`config.mk`:
```
export PLATFORM = sky130hd
export DESIGN_NAME = ball_motion_ctrl
export DESIGN_NICKNAME = d
export VERILOG_FILES = /design/src/rtl/vga_pkg.sv /design/src/rtl/axis_bounce_step.sv /design/src/rtl/ball_motion_ctrl.sv
export SDC_FILE = /design/constraint.sdc
export NUM_CORES = 1
export LEC_CHECK = 0
export BUFFER_PORTS_ARGS = -buffer_cell sky130_fd_sc_hd__buf_4
export CAP_MARGIN = 20
export CORE_MARGIN = 3
export CORE_UTILIZATION = 23
export CTS_BUF_LIST = sky130_fd_sc_hd__clkbuf_4 sky130_fd_sc_hd__clkbuf_8
export CTS_CLUSTER_DIAMETER = 30
export CTS_CLUSTER_SIZE = 14
export DETAILED_ROUTE_END_ITERATION = 8
export PLACE_DENSITY = 0.4
export SLEW_MARGIN = 20
export SYNTH_ARGS = -nofsm -noshare
export SYNTH_HDL_FRONTEND = slang
export SYNTH_SLANG_ARGS = --single-unit
```
`constraint.sdc`:
```
create_clock -name clk -period 4.1 [get_ports clk]
set_clock_uncertainty 0.05 [all_clocks]
set_input_delay 0.41 -clock clk [delete_from_list [all_inputs] [get_ports clk]]
set_output_delay 0.41 -clock clk [all_outputs]
set_load 0.05 [all_outputs]
```
`src/rtl/vga_pkg.sv`:
```
// Shared constants and types for the VGA bouncing-ball motion controller.
package vga_pkg;

  localparam int H_ACTIVE_DEF = 640;
  localparam int V_ACTIVE_DEF = 480;
  localparam int RADIUS_DEF   = 100;

  localparam int POS_W   = 10;
  localparam int SPEED_W = 4;
  localparam int DIV_W   = 8;
  localparam int BCNT_W  = 8;

  // Ball centre after reset: middle of the 640x480 visible area.
  localparam logic [POS_W-1:0] RST_X = 10'd320;
  localparam logic [POS_W-1:0] RST_Y = 10'd240;

  typedef enum logic [1:0] {
    IDLE   = 2'd0,
    CALC_X = 2'd1,
    CALC_Y = 2'd2,
    COMMIT = 2'd3
  } ctrl_state_t;

endpackage

```
`src/rtl/axis_bounce_step.sv`:
```
// One-axis position step with reflection at the [min, max] bounds.
// Purely combinational; the controller instantiates one per axis.
module axis_bounce_step
  import vga_pkg::*;
(
  input  logic [POS_W-1:0]   pos,
  input  logic               dir,
  input  logic [SPEED_W-1:0] step,
  input  logic [POS_W-1:0]   min,
  input  logic [POS_W-1:0]   max,
  output logic [POS_W-1:0]   next_pos,
  output logic               next_dir,
  output logic               bounced
);

  // One bit of headroom so pos+step near the top of the range cannot wrap.
  logic [POS_W:0] fwd;
  logic [POS_W:0] bwd;
  logic [POS_W:0] min_w;
  logic [POS_W:0] max_w;

  assign fwd   = {1'b0, pos} + {{(POS_W + 1 - SPEED_W){1'b0}}, step};
  assign bwd   = {1'b0, pos} - {{(POS_W + 1 - SPEED_W){1'b0}}, step};
  assign min_w = {1'b0, min};
  assign max_w = {1'b0, max};

  // Advance toward the current direction; landing on or past a bound clamps and reverses.
  // A zero step is a pure hold, even when parked on a bound.
  always_comb begin
    next_pos = pos;
    next_dir = dir;
    bounced  = 1'b0;
    if (step != '0) begin
      if (dir) begin
        if (fwd >= max_w) begin
          next_pos = max;
          next_dir = 1'b0;
          bounced  = 1'b1;
        end else begin
          next_pos = fwd[POS_W-1:0];
        end
      end else begin
        if (bwd <= min_w) begin
          next_pos = min;
          next_dir = 1'b1;
          bounced  = 1'b1;
        end else begin
          next_pos = bwd[POS_W-1:0];
        end
      end
    end
  end

endmodule

```
`src/rtl/ball_motion_ctrl.sv`:
```
// Frame-synchronous ball motion controller. A qualifying frame_tick launches a
// three-cycle IDLE->CALC_X->CALC_Y->COMMIT sequence; X and Y are computed into
// shadow registers and committed together so the renderer never sees a torn update.
// Optional feature macro: BALL_BOUNCE_CNT_EN adds the bounce_cnt output and counter.
module ball_motion_ctrl
  import vga_pkg::*;
#(
  parameter int H_ACTIVE  = H_ACTIVE_DEF,
  parameter int V_ACTIVE  = V_ACTIVE_DEF,
  parameter int RADIUS    = RADIUS_DEF,
  parameter int FRAME_DIV = 1
) (
  input  logic               clk,
  input  logic               rst_n,
  input  logic               frame_tick,
  input  logic               run_en,
  input  logic [SPEED_W-1:0] speed,
  output logic [POS_W-1:0]   ball_x,
  output logic [POS_W-1:0]   ball_y,
  output logic               dir_x,
  output logic               dir_y,
  output logic               pos_valid
`ifdef BALL_BOUNCE_CNT_EN
  ,
  output logic [BCNT_W-1:0]  bounce_cnt
`endif
);

  localparam logic [POS_W-1:0] X_MIN    = POS_W'(RADIUS);
  localparam logic [POS_W-1:0] X_MAX    = POS_W'(H_ACTIVE - 1 - RADIUS);
  localparam logic [POS_W-1:0] Y_MIN    = POS_W'(RADIUS);
  localparam logic [POS_W-1:0] Y_MAX    = POS_W'(V_ACTIVE - 1 - RADIUS);
  localparam logic [DIV_W-1:0] DIV_LAST = DIV_W'(FRAME_DIV - 1);

  ctrl_state_t state_q;
  ctrl_state_t state_d;

  logic [DIV_W-1:0]   divider_q;
  logic               tick_idle;
  logic               launch;

  logic [SPEED_W-1:0] speed_p0;
  logic [POS_W-1:0]   shadow_x_p1;
  logic               shadow_dx_p1;
  logic               bounce_x_p1;
  logic [POS_W-1:0]   shadow_y_p2;
  logic               shadow_dy_p2;
  logic               bounce_y_p2;

  logic [POS_W-1:0]   x_next;
  logic               x_dir_next;
  logic               x_bounced;
  logic [POS_W-1:0]   y_next;
  logic               y_dir_next;
  logic               y_bounced;

  // Ticks only count while idle; a tick that lands mid-sequence is dropped entirely.
  assign tick_idle = (state_q == IDLE) && frame_tick && run_en;
  assign launch    = tick_idle && (divider_q == DIV_LAST);

  axis_bounce_step u_step_x (
    .pos      (ball_x),
    .dir      (dir_x),
    .step     (speed_p0),
    .min      (X_MIN),
    .max      (X_MAX),
    .next_pos (x_next),
    .next_dir (x_dir_next),
    .bounced  (x_bounced)
  );

  axis_bounce_step u_step_y (
    .pos      (ball_y),
    .dir      (dir_y),
    .step     (speed_p0),
    .min      (Y_MIN),
    .max      (Y_MAX),
    .next_pos (y_next),
    .next_dir (y_dir_next),
    .bounced  (y_bounced)
  );

  // Sequencer state register.
  always_ff @(posedge clk or negedge rst_n) begin
    if (!rst_n) begin
      state_q <= IDLE;
    end else begin
      state_q <= state_d;
    end
  end

  // Next-state logic: one cycle per computation state, launch only from IDLE.
  always_comb begin
    state_d = state_q;
    case (state_q)
      IDLE:    if (launch) state_d = CALC_X;
      CALC_X:  state_d = CALC_Y;
      CALC_Y:  state_d = COMMIT;
      COMMIT:  state_d = IDLE;
      default: state_d = IDLE;
    endcase
  end

  // Frame divider: counts qualifying idle ticks, clears on the launching one.
  always_ff @(posedge clk or negedge rst_n) begin
    if (!rst_n) begin
      divider_q <= '0;
    end else if (tick_idle) begin
      divider_q <= launch ? '0 : divider_q + 1'b1;
    end
  end

  // Datapath stages: speed capture at launch, X shadow in CALC_X, Y shadow in CALC_Y.
  always_ff @(posedge clk) begin
    // p0: step size frozen for the whole sequence
    if (launch) begin
      speed_p0 <= speed;
    end
    // p1: X axis result
    if (state_q == CALC_X) begin
      shadow_x_p1  <= x_next;
      shadow_dx_p1 <= x_dir_next;
      bounce_x_p1  <= x_bounced;
    end
    // p2: Y axis result
    if (state_q == CALC_Y) begin
      shadow_y_p2  <= y_next;
      shadow_dy_p2 <= y_dir_next;
      bounce_y_p2  <= y_bounced;
    end
  end

  // Committed position and directions change together; pos_valid marks the first visible cycle.
  always_ff @(posedge clk or negedge rst_n) begin
    if (!rst_n) begin
      ball_x    <= RST_X;
      ball_y    <= RST_Y;
      dir_x     <= 1'b1;
      dir_y     <= 1'b1;
      pos_valid <= 1'b0;
    end else begin
      pos_valid <= (state_q == COMMIT);
      if (state_q == COMMIT) begin
        ball_x <= shadow_x_p1;
        ball_y <= shadow_y_p2;
        dir_x  <= shadow_dx_p1;
        dir_y  <= shadow_dy_p2;
      end
    end
  end

`ifdef BALL_BOUNCE_CNT_EN
  // Bounce counter: one per axis bounce at commit, so a corner hit adds two; wraps naturally.
  always_ff @(posedge clk or negedge rst_n) begin
    if (!rst_n) begin
      bounce_cnt <= '0;
    end else if (state_q == COMMIT) begin
      bounce_cnt <= bounce_cnt + BCNT_W'(bounce_x_p1) + BCNT_W'(bounce_y_p2);
    end
  end
`else
  // Bounce flags have no consumer without the counter.
  logic bounce_unused;
  assign bounce_unused = bounce_x_p1 | bounce_y_p2;
`endif

endmodule
```
==> flow_summary.yaml <==
synthesis:
  synth_top_family_by_area: "simple AND/OR/NAND/NOR gates"
  synthAdderAreaFrac_pct: 8.52
  yosysUniqueCellTypes: 84
  synthCells: 465
  postSynthRegisterBits: 59
  top_area_cell_type_share_of_the_netlist_area_pct: 18.1
  synth_xor_xnor_area_share_pct: 3.04
  ys_seq_area_share_pct: 37.4
  synth-simple-area-share_pct: 21.4
  synth_fp_nets: 500
  async_set_reset_flop_share_out_of_synthesis_pct: 55.9
  synth.avg_cell_area_um2: 9.29
  synth_enable_flop_cells: 26
  yosys_warnings: 0
  postSynth.topFlopCell: "edfxtp_1"
  synth_compound_gate_area_share_pct: 18.9
  yosysTopAreaCell: "edfxtp_1"
  synth.area.mux_share_pct: 4.58
  synth_area_um2: 4320
  post_synth_main_area_contributors: "edfxtp_1, dfrtp_1, ha_1, dfstp_2, o21ai_0"
cts:
  postCtsSetupRepairBufs: 0
  clk_latency_ns: 0.36
  tritoncts: "built"
  tritoncts.num_buffers: 9
  h_tree_depth_reported_by_cts: 3
  cts.sink_count: 59
  clockBufferDepth: 2
  clkTransAtPathRegs_ns: 0.07
  cts.repair.resized: 0
  cts_root_buffer: "clkbuf_8"
  holdBufCountCts: 1
final_layout:
  final_net_count: 516
  antenna_cells: 0
  final_cell_mix: "nand2_1, o21ai_0, nor2_1, buf_4, edfxtp_1"
  area.growth.synth_to_final_pct: 14.3
  layout.cells.most_common: "nand2_1"
  design_area_um2: 4930
  post_route_cells_drive_above_1_share_pct: 18.7
status:
  outcome: "finished, final reports clean"
flow_run:
  timing.max_cap.violations: 0
hold_path:
  min-delay-path-class: "input port to register"
pwr:
  power.static_leakage_nw: 1.92
  vdd_drop_max_uv: 478
  cellPowerDensity_nw_per_um2: 949
placement:
  globalplace.congestion: 0.804
  place.port_buffers: 30
  place.detailed.hpwl_mm: 8.67
  postPlaceCellArea_um2: 4680
grt:
  grt_pass1_vias: 3479
  globalRouteOverflowTotal: 0
  global_route_wire_length_before_repair_mm: 19.6
  global_route.usage.total_pct: 12.3
  grt_start_max_net_pins: 34
  antenna_found_initial: 0
floorplanning:
  pin_count: 31
  chipHeight_um: 143
  floorplan.die.width_um: 143
  start_util_pct: 23.7
  total_die_area_um2: 20500
  design.core.area_um2: 18200
  placement_rows: 49
critical_path:
  critPathLaunchType: "register"
  worst-path-max-fanout: 8
  worstPathArrival_ns: 3.35
  crit_required_ns: 4.17
  setup.worst_path.end_class: "register"
  path_class: "register to register"
route:
  firstDrtPassIters: 4
  drt_iter0_markers: 284
  dr_total_vias: 3555
  wl_final_mm: 12.1
  via_per_inst: 4.97
  drcViolationCount: 0
  wire_length_per_cell_um: 17.0
  route.antenna.remaining_nets: 0
timing:
  max_slew_vio_count: 0
  period_minus_slack_ns: 3.28
  setup_viol: 0
  fmax_mhz: 305
  grt_setup_unrepaired: "no"
  timing_hold_violations_final: 0
  tightestPinTransition_ns: 0.786
  post-route-period-util_pct: 80.0
  final.setup.tns_ns: 0
  timing.max_slew.rel_slack_pct: 47.6
-- per-layer routing --
| layer | GRT usage [%] | wire [um] | vias up |
|---|---|---|---|
| met2 | 18.8 | 5510 | 61 |
| met1 | 17.2 | 5980 | 1735 |
| met3 | 3.08 | 501 | 11 |
| met4 | 3.85 | 150 | 0 |
| li1 | - | - | 1748 |
| met5 | 0 | 0 | - |
-- where the power goes --
part / internal, mW / leakage, nW / switching (mW)
clock: 0.425 / 0.127 / 0.257
sequential: 1.01 / 0.641 / 0.395
combinational: 1.00 / 1.16 / 1.60
total: 2.43 / 1.92 / 2.25
-- worst paths after layout --
kind,startpoint,endpoint,slack (ns),cells after the start
setup / recovery,speed_p0[1],shadow_x_p1[3],0.82,9
hold / removal,speed[1],speed_p0[1],0.17,1
setup reg to reg,speed_p0[1],shadow_x_p1[3],0.82,9
hold reg to reg,shadow_x_p1[1],ball_x[1],0.41,2
max in group asynchronous,rst_n,dir_x,3.13,2
min in group asynchronous,rst_n,divider_q[3],0.49,2
-- state kept, by name (all words and copies together), names as in the netlist --
register	cells
shadow_dy_p2	1
dir_x	1
speed_p0	4
pos_valid	1
shadow_x_p1	10
state_q	2
ball_y	10
ball_x	10
divider_q	8
shadow_y_p2	10
dir_y	1
shadow_dx_p1	1
-- stage by stage --
stage | hold WS, ns | power [mW] | setup WS [ns] | std cells | utilization, %
after floorplan | 0.0644 | 3.34 | 1.01 | 465 | -
after global placement | 0.364 | 4.02 | 0.876 | 698 | 25.7
after detailed placement | 0.371 | 4.03 | 0.833 | 698 | 25.7
after CTS | 0.145 | 4.74 | 0.814 | 715 | 27.1
after global routing | 0.152 | 5.08 | 0.521 | 715 | 27.1
final | 0.174 | 4.68 | 0.821 | 715 | 27.1
-- Yosys cell counts (2+ instances only) --
cell type  count
edfxtp_1      26
nand4_1        3
inv_1         22
dfrtp_1       25
o32ai_1        3
a21boi_0       2
nor4_1         5
mux2i_1        4
o31a_1         2
nor3b_1        4
o2111ai_1      2
and4_1         2
o2bb2ai_1      2
o311ai_0       3
and3_1         8
a32o_1         2
a31oi_1        8
o21ai_0       38
buf_2          2
xnor2_1       10
clkbuf_1      15
nor2_1        37
a21oi_1       11
nor2b_1       10
o211ai_1       5
and2_1         4
o31ai_1        2
o221ai_1       3
buf_6          6
ha_1          23
fa_1           4
dfstp_2        8
o22ai_1        2
nand2b_1       7
or2_2          3
xor2_1         5
o21a_1         2
or3_1          4
a31oi_2        2
nor4b_1        2
nand3_1       23
mux2_2        14
nor3_1        12
a211oi_1       5
nand2_1       44
-- cell type report --
class	count	area, um2
inverters	22	82.6
fillers	1917	13300
multi-input cells	355	2450
well taps	229	287
clock inverters	5	100
repair buffers	34	258
flip-flops and latches	59	1620
clock buffers	11	145
-- critical path: stages (launching register included) --
cell and delay (ns):
edfxtp_1 0.52, inv_1 0.19, fa_1 0.47, nor2_1 0.25
o311a_1 0.29, xnor2_1 0.14, a32oi_1 0.15, o31ai_2 0.57
nand3_1 0.19, o21a_1 0.22
-- cell families (layout without fill, tap and decap cells) --
family / count (synthesis) / after routing
buffers and inverters: 51 / 72
XOR/XNOR: 15 / 15
flip-flops: 59 / 59
multiplexers: 18 / 18
AND/OR/NAND/NOR: 180 / 180
adder cells (fa/ha/maj): 27 / 27
AO/OA/AOI/OAI: 115 / 115
Note: power is estimated with default switching activity, not from simulation.
